==> config.mk <==
export PLATFORM = sky130hd
export DESIGN_NAME = vga_scan_counter
export DESIGN_NICKNAME = d
export VERILOG_FILES = /design/src/rtl/vga_scan_counter.sv
export SDC_FILE = /design/constraint.sdc
export NUM_CORES = 1
export LEC_CHECK = 0
export ABC_AREA = 1
export CORE_MARGIN = 5
export CORE_UTILIZATION = 50
export DETAILED_ROUTE_END_ITERATION = 12
export PLACE_DENSITY = 0.88
export SYNTH_ARGS = -nofsm -noshare
export SYNTH_HDL_FRONTEND = slang
export SYNTH_SLANG_ARGS = --single-unit
==> constraint.sdc <==
create_clock -name i_clk -period 1.7 [get_ports i_clk]
set_clock_uncertainty 0.05 [all_clocks]
set_input_delay 0.255 -clock i_clk [delete_from_list [all_inputs] [get_ports i_clk]]
set_output_delay 0.255 -clock i_clk [all_outputs]
set_load 0.01 [all_outputs]
==> src/rtl/vga_scan_counter.sv <==
// Pixel-rate timebase and raster scan counters for the 640x480@60 display path.
// Scan registers feed the sync decode directly; strobes mark the final tick of a line/frame.
module vga_scan_counter #(
    parameter int CLK_DIV = 4,
    parameter int H_TOTAL = 800,
    parameter int V_TOTAL = 525,
    parameter int FRAME_W = 16
) (
    input  logic               i_clk,
    input  logic               i_rst_n,
    input  logic               i_en,
    input  logic               i_sync_clr,
    output logic               o_pix_tick,
    output logic [9:0]         o_h_count,
    output logic [9:0]         o_v_count,
    output logic               o_line_end,
    output logic               o_frame_end,
    output logic [FRAME_W-1:0] o_frame_count
);

    localparam int DIV_W = (CLK_DIV > 1) ? $clog2(CLK_DIV) : 1;
    localparam logic [DIV_W-1:0] DIV_LAST = DIV_W'(CLK_DIV - 1);
    localparam logic [9:0] H_LAST = 10'(H_TOTAL - 1);
    localparam logic [9:0] V_LAST = 10'(V_TOTAL - 1);

    // The 10-bit scan counters cannot represent geometries beyond 1024.
    generate
        if (CLK_DIV < 1 || H_TOTAL < 1 || V_TOTAL < 1 || H_TOTAL > 1024 ||
            V_TOTAL > 1024 || FRAME_W < 1) begin : g_param_check
            $error("vga_scan_counter: illegal parameter value");
        end
    endgenerate

    logic [DIV_W-1:0]   div_reg;
    logic [9:0]         h_reg;
    logic [9:0]         v_reg;
    logic [FRAME_W-1:0] frame_reg;
    logic               pix_tick;
    logic               h_last;
    logic               v_last;

    assign h_last   = (h_reg == H_LAST);
    assign v_last   = (v_reg == V_LAST);
    assign pix_tick = (div_reg == DIV_LAST) & i_en & ~i_sync_clr;

    always_ff @(posedge i_clk or negedge i_rst_n) begin
        if (!i_rst_n) begin
            div_reg   <= '0;
            h_reg     <= '0;
            v_reg     <= '0;
            frame_reg <= '0;
        end else if (i_sync_clr) begin
            // Restart the raster but keep the frame count for game logic.
            div_reg <= '0;
            h_reg   <= '0;
            v_reg   <= '0;
        end else if (i_en) begin
            div_reg <= (div_reg == DIV_LAST) ? '0 : div_reg + 1'b1;
            if (pix_tick) begin
                if (h_last) begin
                    h_reg <= '0;
                    if (v_last) begin
                        v_reg     <= '0;
                        frame_reg <= frame_reg + 1'b1;
                    end else begin
                        v_reg <= v_reg + 10'd1;
                    end
                end else begin
                    h_reg <= h_reg + 10'd1;
                end
            end
        end
    end

    assign o_pix_tick    = pix_tick;
    assign o_h_count     = h_reg;
    assign o_v_count     = v_reg;
    assign o_line_end    = pix_tick & h_last;
    assign o_frame_end   = pix_tick & h_last & v_last;
    assign o_frame_count = frame_reg;

endmodule

==> flow_metrics.tcl <==
set metrics [dict create \
    status "finished, violations left" \
    violations "setup timing" \
    ys_types 32 \
    fin_crit_sh 1.11 \
    drtAntennaViolNets 0 \
    place_ws_ns -0.338 \
    drive_above_1_share 0.290 \
    place.gp.congestion 0.942 \
    grt_max_degree 21 \
    drv_slew 0 \
    initialDrtViolationCount 320 \
    cp_max_fo 2 \
    io_buffer_count 42 \
    met2RoutedLength_um 4010 \
    synth_top_family_by_area "simple AND/OR/NAND/NOR gates" \
    synth_flop_cell "dfrtp_1" \
    worstSkewPairLatency_ns 0.31 \
    hpwl_um 4870 \
    dr.pass1.iters 5 \
    drc 0 \
    power_w 0.00195 \
    yosysSeqAreaShare 0.394 \
    cts.sinks 38 \
    postPlaceCellArea_um2 3240 \
    dieWidth_um 79.5 \
    path_clk_slew_ns 0.09 \
    layout.cells.non_filler 488 \
    core_um2 4690 \
    synthMuxAreaShare 0 \
    critPathLaunchType "flip-flop" \
    via_per_inst 5.82 \
    synth_cells 326 \
    power_density_nw_per_um2 532 \
    ys_ff_latch 38 \
    wl_per_cell_um 17.2 \
    root_buffer "clkbuf_8" \
    synthesis.area_um2 2420 \
    dr_total_vias 2838 \
    synthAdderAreaFrac 0.0259 \
    syn_area_per_cell_um2 7.41 \
    worst-setup-path-type "reg -> out" \
    synth_top_area_share 0.394 \
    worstMarginPinSlew_ns 0.492 \
    grt_pass1_vias 2721 \
    timing.fmax_mhz 532 \
    synth_top_area_cell "dfrtp_1" \
    cap_violations 0 \
    cts_tree "done" \
    synth_xor_area_frac 0.0321 \
    yosysMostFrequentCell "nand2_1" \
    row_count 25 \
    min_period_ns 1.88 \
    nNetsFinal 442 \
    peakVddDrop_mv 0.372 \
    dieArea_um2 6320 \
    final_area_um2 3660 \
    endpoint_kind "output port" \
    p_leak_nw 1.94 \
    synthTopCellsByArea "dfrtp_1, nand2_1, inv_1" \
    met1Wirelength_um 3080 \
    numCtsBuffers 5 \
    top_layer_used "met4" \
    diodes 0 \
    htree_levels 2 \
    overflow 0 \
    synth_edf_count 0 \
    place_inst 465 \
    wl_um 8370 \
    syn_nets 335 \
    cp.required_ns 1.39 \
    largest_reg_flops 16 \
    start_util 0.515 \
    yosysWarnings 0 \
    slew_headroom 0.672 \
    antenna_found_initial 0 \
    hp-class "in -> async" \
    finalSetupViolations 11 \
    synth_compound_area_frac 0.0466 \
    final_util 0.780 \
    clk_path_buf_depth 2 \
    grt_setup_unrepaired "yes" \
    timing_hold_violations_final 0 \
    syn2layout_area_growth_pct 51.4 \
    synthArstFlopShare 1.00 \
    yosys-top-cells-count "nand2_1, dfrtp_1, inv_1" \
    grtUsageTotal 0.246 \
    grt_pass1_wl_um 12400 \
    die_y_um 79.5 \
    ios 43 \
    wl_met3_um 846 \
    cp.arrival_ns 1.57 \
    synth_simple_gate_area_frac 0.426 \
    setup_ws_ns -0.180 \
]
[what timing repair did]
item / 4_1_cts / 5_1_grt
setup endpoints to repair: 6 / 43
hold buffers: 1 / 0
buffers inserted: 8 / 11
pin swaps: 6 / 25
gates cloned: 0 / 0
endpoints found under the hold margin: 18 / 0
resized for setup: 24 / 45
[metrics by stage]
stage	hold WS [ns]	setup TNS, ns
3_3_place_gp	0.183	-1.17
2_1_floorplan	-0.0906	0
4_1_cts	0.404	-0.312
6_report	0.376	-0.941
3_5_place_dp	0.198	-2.04
5_1_grt	0.432	-1.99
[worst paths after layout]
path / from / endpoint / slack, ns / cells after the start
min in group i_clk: o_frame_count[15] / o_frame_count[15] / 0.49 / 2
worst min register to register: o_frame_count[15] / o_frame_count[15] / 0.49 / 2
worst min-delay path: i_rst_n / o_h_count[1] / 0.38 / 2
worst max register to register: o_v_count[1] / o_frame_count[6] / -0.17 / 12
max in group asynchronous: i_rst_n / o_frame_count[9] / 0.74 / 3
worst max-delay path: o_v_count[1] / o_frame_end / -0.18 / 7
[cells by family (layout without fill, tap and decap cells)]
group / after synthesis / count (layout)
xor+xnor: 8 / 8
simple gates: 212 / 212
fa+ha+maj: 5 / 5
compound gates: 19 / 19
buf+inv: 44 / 152
flops: 38 / 38
[power breakdown]
group	total [W]	leakage, nW	internal (W)	switching [W]
Clock	0.000797	0.0504	0.000437	0.000360
Sequential	0.000936	0.525	0.000920	0.0000155
Combinational	0.000213	1.37	0.000108	0.000106
Total	0.00195	1.94	0.00146	0.000481
[layout by cell type (no fill, tap or decap), drive strengths merged]
master / synthesis / final
nand2: 111 / 111
inv: 40 / 40
dlygate4sd2: 0 / 2
ha: 5 / 5
clkbuf: 0 / 5
clkinvlp: 0 / 2
clkdlybuf4s50: 0 / 26
nand4: 14 / 14
bufinv: 0 / 1
o21ai: 14 / 14
or2: 1 / 1
dlygate4sd3: 0 / 1
xnor2: 4 / 4
nor3: 7 / 7
a21oi: 3 / 3
xor2: 4 / 4
dfrtp: 38 / 38
dlymetal6s2s: 0 / 10
a31oi: 2 / 2
buf: 4 / 65
nor2: 43 / 43
nand3: 30 / 30
nand3b: 4 / 4
and2: 1 / 1
and3: 1 / 1
[cell type report]
| cell class | instances | area, um^2 |
|---|---|---|
| well taps | 54 | 67.6 |
| flip-flops and latches | 38 | 953 |
| repair buffers | 104 | 941 |
| inverters | 40 | 155 |
| clock inverters | 3 | 45.0 |
| fillers | 271 | 1030 |
| multi-input cells | 244 | 1430 |
| clock buffers | 5 | 68.8 |
[layer usage]
layer,vias up,global-route usage
met5,-,0
li1,1254,-
met3,57,0.0350
met4,0,0.113
met1,1293,0.304
met2,234,0.421
[worst max-delay path, cell delays in order, from the launching register on]
cell and delay, ns:
dfrtp_1 0.40, inv_2 0.10, ha_4 0.15, nand2_4 0.05, nor2_4 0.16, nand4_4 0.13, nor2_4 0.16, buf_6 0.11
(Power assumes the default switching activity.)
